[src/rtl/food_pkg.sv]
// Shared types and constants for the vending customer-side front end.
package food_pkg;

  typedef enum logic [2:0] {
    IDLE,
    CREDIT,
    REQUEST,
    WAIT_RESP,
    REFUND,
    DONE
  } state_e;

  // Coin denomination codes as presented on coin_value.
  typedef enum logic [1:0] {
    COIN_1   = 2'd0,
    COIN_2   = 2'd1,
    COIN_4   = 2'd2,
    COIN_BAD = 2'd3
  } coin_e;

  localparam logic [2:0] ITEM_NONE  = 3'd0;
  localparam logic [2:0] MAX_CREDIT = 3'd7;

  // Credit units carried by a coin code; the illegal code carries none.
  function automatic logic [2:0] coin_units(input logic [1:0] code);
    case (code)
      COIN_1:  return 3'd1;
      COIN_2:  return 3'd2;
      COIN_4:  return 3'd4;
      default: return 3'd0;
    endcase
  endfunction

endpackage

[src/rtl/coin_accum.sv]
// Saturating 3-bit credit accumulator. A coin is added only when enabled,
// legal and the total stays within MAX_CREDIT; any other coin is returned
// with a one-cycle reject pulse.
module coin_accum (
  input  logic       clk,
  input  logic       rst,
  input  logic       coin_valid_i,
  input  logic [1:0] coin_value_i,
  input  logic       en_i,
  input  logic       clr_i,
  output logic [2:0] credit_o,
  output logic       accept_o,
  output logic       reject_o
);
  import food_pkg::*;

  logic [2:0] credit_q, credit_d;
  logic       reject_q, reject_d;
  logic [3:0] sum;
  logic       legal;

  // Decide whether the offered coin fits and compute next credit.
  always_comb begin
    legal    = (coin_value_i != COIN_BAD);
    sum      = {1'b0, credit_q} + {1'b0, coin_units(coin_value_i)};
    accept_o = coin_valid_i && en_i && legal && (sum <= {1'b0, MAX_CREDIT});
    credit_d = credit_q;
    if (clr_i)
      credit_d = 3'd0;
    else if (accept_o)
      credit_d = sum[2:0];
    reject_d = coin_valid_i && !accept_o;
  end

  // Credit and reject pulse registers.
  always_ff @(posedge clk or negedge rst) begin
    if (!rst) begin
      credit_q <= 3'd0;
      reject_q <= 1'b0;
    end else begin
      credit_q <= credit_d;
      reject_q <= reject_d;
    end
  end

  assign credit_o = credit_q;
  assign reject_o = reject_q;

endmodule

[src/rtl/order_panel.sv]
// Customer-side front end: gathers coins, latches a selection, presents it
// to the seller for a fixed hold window, then waits for the seller's answer
// (dispense, sold out or timeout) and reports dispense/change/refund pulses.
module order_panel #(
  parameter int HOLD_CYCLES    = 4,
  parameter int TIMEOUT_CYCLES = 200,
  parameter int CNT_W          = 8
) (
  input  logic       clk,
  input  logic       rst,
  input  logic       coin_valid,
  input  logic [1:0] coin_value,
  input  logic       select_valid,
  input  logic [2:0] select_code,
  input  logic       cancel,
  output logic [2:0] choice,
  output logic [2:0] money,
  input  logic [2:0] item,
  input  logic [2:0] available_item,
  input  logic [2:0] remaining_money,
  output logic       dispense_valid,
  output logic [2:0] dispensed_item,
  output logic       change_valid,
  output logic [2:0] change_out,
  output logic       coin_reject,
  output logic       err,
  output logic       busy
);
  import food_pkg::*;

  localparam logic [CNT_W-1:0] HOLD_LAST = CNT_W'(HOLD_CYCLES - 1);
  localparam logic [CNT_W-1:0] TO_LAST   = CNT_W'(TIMEOUT_CYCLES - 1);

  state_e           state_q;
  logic [CNT_W-1:0] cnt_q;
  logic [2:0]       choice_q, money_q, disp_item_q, change_q;
  logic             disp_vld_q, change_vld_q, err_q;

  logic [2:0] credit;
  logic       coin_ok;
  logic       sel_ok, cancel_ok, acc_en, acc_clr;

  // Qualify keypad strobes; coins are only taken while credit is open and
  // nothing else is being acted on in the same cycle.
  always_comb begin
    sel_ok    = (state_q == CREDIT) && select_valid && (select_code != ITEM_NONE);
    cancel_ok = (state_q == CREDIT) && cancel;
    acc_en    = (state_q == IDLE) || ((state_q == CREDIT) && !sel_ok && !cancel_ok);
    acc_clr   = (state_q == REFUND) || (state_q == DONE);
  end

  coin_accum u_coin_accum (
    .clk          (clk),
    .rst          (rst),
    .coin_valid_i (coin_valid),
    .coin_value_i (coin_value),
    .en_i         (acc_en),
    .clr_i        (acc_clr),
    .credit_o     (credit),
    .accept_o     (coin_ok),
    .reject_o     (coin_reject)
  );

  // Transaction FSM with shared hold/timeout counter and registered outputs.
  always_ff @(posedge clk or negedge rst) begin
    if (!rst) begin
      state_q      <= IDLE;
      cnt_q        <= '0;
      choice_q     <= ITEM_NONE;
      money_q      <= 3'd0;
      disp_vld_q   <= 1'b0;
      disp_item_q  <= ITEM_NONE;
      change_vld_q <= 1'b0;
      change_q     <= 3'd0;
      err_q        <= 1'b0;
    end else begin
      disp_vld_q   <= 1'b0;
      disp_item_q  <= ITEM_NONE;
      change_vld_q <= 1'b0;
      change_q     <= 3'd0;
      err_q        <= 1'b0;
      case (state_q)
        IDLE: begin
          if (coin_ok)
            state_q <= CREDIT;
        end
        CREDIT: begin
          if (cancel_ok) begin
            state_q <= REFUND;
          end else if (sel_ok) begin
            choice_q <= select_code;
            money_q  <= credit;
            cnt_q    <= '0;
            state_q  <= REQUEST;
          end
        end
        REQUEST: begin
          if (cnt_q == HOLD_LAST) begin
            choice_q <= ITEM_NONE;
            money_q  <= 3'd0;
            cnt_q    <= '0;
            state_q  <= WAIT_RESP;
          end else begin
            cnt_q <= cnt_q + CNT_W'(1);
          end
        end
        WAIT_RESP: begin
          if (item != ITEM_NONE) begin
            disp_vld_q   <= 1'b1;
            disp_item_q  <= item;
            change_vld_q <= 1'b1;
            change_q     <= remaining_money;
            state_q      <= DONE;
          end else if (((cnt_q == '0) && (available_item == ITEM_NONE)) ||
                       (cnt_q == TO_LAST)) begin
            err_q   <= 1'b1;
            state_q <= REFUND;
          end else begin
            cnt_q <= cnt_q + CNT_W'(1);
          end
        end
        REFUND: begin
          change_vld_q <= 1'b1;
          change_q     <= credit;
          state_q      <= IDLE;
        end
        DONE: begin
          state_q <= IDLE;
        end
        default: begin
          state_q <= IDLE;
        end
      endcase
    end
  end

  assign choice         = choice_q;
  assign money          = money_q;
  assign dispense_valid = disp_vld_q;
  assign dispensed_item = disp_item_q;
  assign change_valid   = change_vld_q;
  assign change_out     = change_q;
  assign err            = err_q;
  assign busy           = !((state_q == IDLE) || (state_q == CREDIT));

endmodule

[config.mk]
export PLATFORM = sky130hd
export DESIGN_NAME = order_panel
export DESIGN_NICKNAME = d
export VERILOG_FILES = /design/src/rtl/food_pkg.sv /design/src/rtl/coin_accum.sv /design/src/rtl/order_panel.sv
export SDC_FILE = /design/constraint.sdc
export NUM_CORES = 1
export LEC_CHECK = 0
export ABC_AREA = 1
export BUFFER_PORTS_ARGS = -buffer_cell sky130_fd_sc_hd__buf_2
export CAP_MARGIN = 20
export CORE_MARGIN = 5
export CORE_UTILIZATION = 40
export CTS_CLUSTER_DIAMETER = 200
export CTS_CLUSTER_SIZE = 25
export DETAILED_ROUTE_END_ITERATION = 10
export PLACE_DENSITY = 0.71
export SLEW_MARGIN = 20
export SYNTH_ARGS = -nofsm -noshare
export SYNTH_HDL_FRONTEND = slang
export SYNTH_HIERARCHICAL = 1
export SYNTH_SLANG_ARGS = --single-unit
[constraint.sdc]
create_clock -name clk -period 2.8 [get_ports clk]
set_input_delay 0.28 -clock clk [delete_from_list [all_inputs] [get_ports clk]]
set_output_delay 0.28 -clock clk [all_outputs]
set_load 0.005 [all_outputs]
==> summary.md <==
| Metric | Value |
|---|---|
| Status | `completed` |
| Worst r2r path cells | `15` |
| Post-CTS Setup Inserts | `0` |
| Final hold vios | `0` |
| Largest net degree at the start of global routing | `31` |
| Seq/Total Area, Yosys | `41.2%` |
| Most frequent CP cell | `nand2_1` |
| Io pins | `36` |
| Detailed placement HPWL | `3010 um` |
| Worst r2r dst | `state_q[0]` |
| Area Overhead vs Synth | `16.9%` |
| Least-Margin Pin Slew | `0.673 ns` |
| Power per cell area | `853 mW/mm2` |
| Bufs on Longest Clock Path | `2` |
| Pwr Total | `1.82 mW` |
| Clock sink total | `30` |
| Bufs and invs on worst path | `1` |
| PortBufs | `35` |
| Die height | `77.5 um` |
| Mean Syn Cell Area | `7.68 um2` |
| Initial Util | `41.5%` |
| Post-CTS sizing | `0` |
| Worst R2R Start | `state_q[2]` |
| DR WL/cell | `12.3 um` |
| Max-cap violation count | `0` |
| Synth top area share | `41.2%` |
| Lkg Pwr | `1.20 nW` |
| Routability congestion estimate | `0.830` |
| Worst-case clock skew | `0.00776 ns` |
| Ant. Diodes | `0` |
| Synth top area cells | `dfrtp_1, nand2_1, nand3_1` |
| CTS tree | `built` |
| Vias in the first global route | `1578` |
| Delay-heaviest family, CP | `simple AND/OR/NAND/NOR gates` |
| Final hold slack | `0.0247 ns` |
| Core footprint | `0.00438 mm2` |
| Synth unique cells | `28` |
| Initial antenna violation count | `0` |
| Inserted Clock Buffers | `5` |
| Die W | `77.5 um` |
| WP data arrival | `2.37 ns` |
| Worst path slowest cell | `dfrtp_1` |
| Mapped Area | `0.00182 mm2` |
| Clk pin slew, worst setup/hold paths | `0.07 ns` |
| CTS Root Cell | `clkbuf_8` |
| First-pass DRT Iterations | `4` |
| Proportion of layout cells with a drive suffix above 1 | `23.7%` |
| Core Rows | `24` |
| First-iteration detailed-routing DRC count | `110` |
| Flop2flop setup slack | `0.61 ns` |
| Clk_lat worst skew | `0.28 ns` |
| CP Capture Type | `register` |
| Setup WS post-layout | `0.614 ns` |
| Rel. slew slack | `55.2%` |
| Cts hold-fix bufs | `0` |
| Worst path max stage delay | `0.48 ns` |
| Critical Path Source Type | `register` |
| Final WL | `4070 um` |
| Mapped Cells | `237` |
| RSZ-0062 raised after global routing | `no` |
| GRT overflow | `0` |
| Tmin final | `2.19 ns` |
| Vias per Instance | `4.91` |
| CP required | `2.98 ns` |
| Final critical-path share of the clock period | `78.1%` |
| Place WS | `0.649 ns` |
| GRT Overall Usage | `14.4%` |
| CTS HTree Levels | `2` |
| Final setup viols | `0` |
| Post-route ant nets | `0` |
| YS warnings | `6` |
| VDD IR max | `0.000306 V` |
| Hold Crit Class | `primary input to asynchronous set/reset pin` |
| Crit Path Category | `register to register` |
| Synth area leader | `dfrtp_1` |
| Fin util | `48.5%` |
| #FFs+latches synth | `30` |
| Critical path, cell by cell | `nor2_2, nand2_2, nor2_1, nand2_1, o21ai_0, nand3_1, nor2_4, nand2_4, inv_2, nand3b_1, nand2_1, nor2_1, nand2_1, nand2_1, nand2_1` |
| DRC Markers | `0` |
| Vias | `1619` |
| First-pass GRT wire length | `7010 um` |
| Die area | `0.00600 mm2` |
| Setup TNS | `0 ns` |
| NumNets Final | `303` |
| Slew Viols, Final | `0` |
| Post-Syn Nets | `262` |
| Max Fclk | `457 MHz` |
| Fillers | `433` |
| Crit-path max FO | `6` |
==> synthesized netlist by cell type, drive strengths merged <==
| library cell | instances |
|---|---|
| a21boi | 1 |
| a21oi | 2 |
| a22oi | 2 |
| a32o | 3 |
| buf | 1 |
| clkinv | 1 |
| dfrtp | 30 |
| fa | 1 |
| ha | 5 |
| inv | 31 |
| nand2 | 79 |
| nand3 | 32 |
| nand3b | 2 |
| nand4 | 4 |
| nor2 | 32 |
| nor3 | 1 |
| o21ai | 10 |
==> per-layer routing <==
metal  share of wire (%)  global-route usage (%)
met5                   0                       0
met4                 1.1                    7.39
met3                 5.0                    2.89
met2                  46                    22.6
met1                  48                    18.6
==> report_power, final <==
part,switching [mW],total [mW],internal [mW],leakage [nW]
Combinational,0.537,0.833,0.296,0.757
Sequential,0.105,0.653,0.548,0.400
Clock,0.164,0.330,0.166,0.0438
==> cell type report <==
cell class                 instances  area, um2  area share, %
multi-input combinational        174        935           43.9
clock inverter                     2       10.0          0.470
timing repair buffer              35        175           8.23
clock buffer                       5       68.8           3.23
sequential                        30        751           35.3
inverter                          32        124           5.82
tap                               52       65.1           3.06
==> per-stage QoR <==
stage	cells	cell area, um2
after floorplan	237	1820
after global placement	323	2050
after detailed placement	323	2050
final	330	2130
after CTS	330	2130
after global routing	330	2130
==> placed cells by master, fill, tap and decap left out, types with 2 or more instances in the layout <==
master and instances:
nand3_1 30, inv_1 25, nor2_2 2, nor2_4 4, o21ai_1 4, buf_2 35, a22oi_1 2, a21oi_1 2
nand3b_1 2, nor2_1 25, clkinv_2 3, clkbuf_8 5, nand2_4 4, inv_2 5, nand2_1 72, a32o_1 3
dfrtp_1 30, nand2_2 3, ha_1 5, nand4_1 4, o21ai_0 5
==> flip-flops by register name (all words and copies together), names as in the netlist <==
| name | cells |
|---|---|
| change_out | 3 |
| change_valid | 1 |
| choice | 3 |
| cnt_q | 8 |
| dispense_valid | 1 |
| dispensed_item | 3 |
| err | 1 |
| money | 3 |
| state_q | 3 |
| u_coin_accum/credit_o | 3 |
| u_coin_accum/reject_o | 1 |
==> cells by family after synthesis <==
kind of cell	after synthesis	share of synthesized area [%]
compound gates	18	6.80
fa+ha+maj	6	4.54
buf+inv	33	7.42
flops	30	41.2
simple gates	150	40.0
==> worst max path at each step <==
stage | slack (ns) | start | cells past startpoint | endpoint
3_5_place_dp | 0.65 | state_q[2] | 15 | state_q[0]
2_1_floorplan | 0.86 | state_q[2] | 15 | state_q[0]
6_report | 0.61 | state_q[2] | 15 | state_q[0]
3_3_place_gp | 0.75 | state_q[2] | 15 | state_q[0]
5_1_grt | 0.44 | state_q[2] | 15 | state_q[0]
4_1_cts | 0.63 | state_q[2] | 15 | state_q[0]
Power figures use the tool's default switching activity.
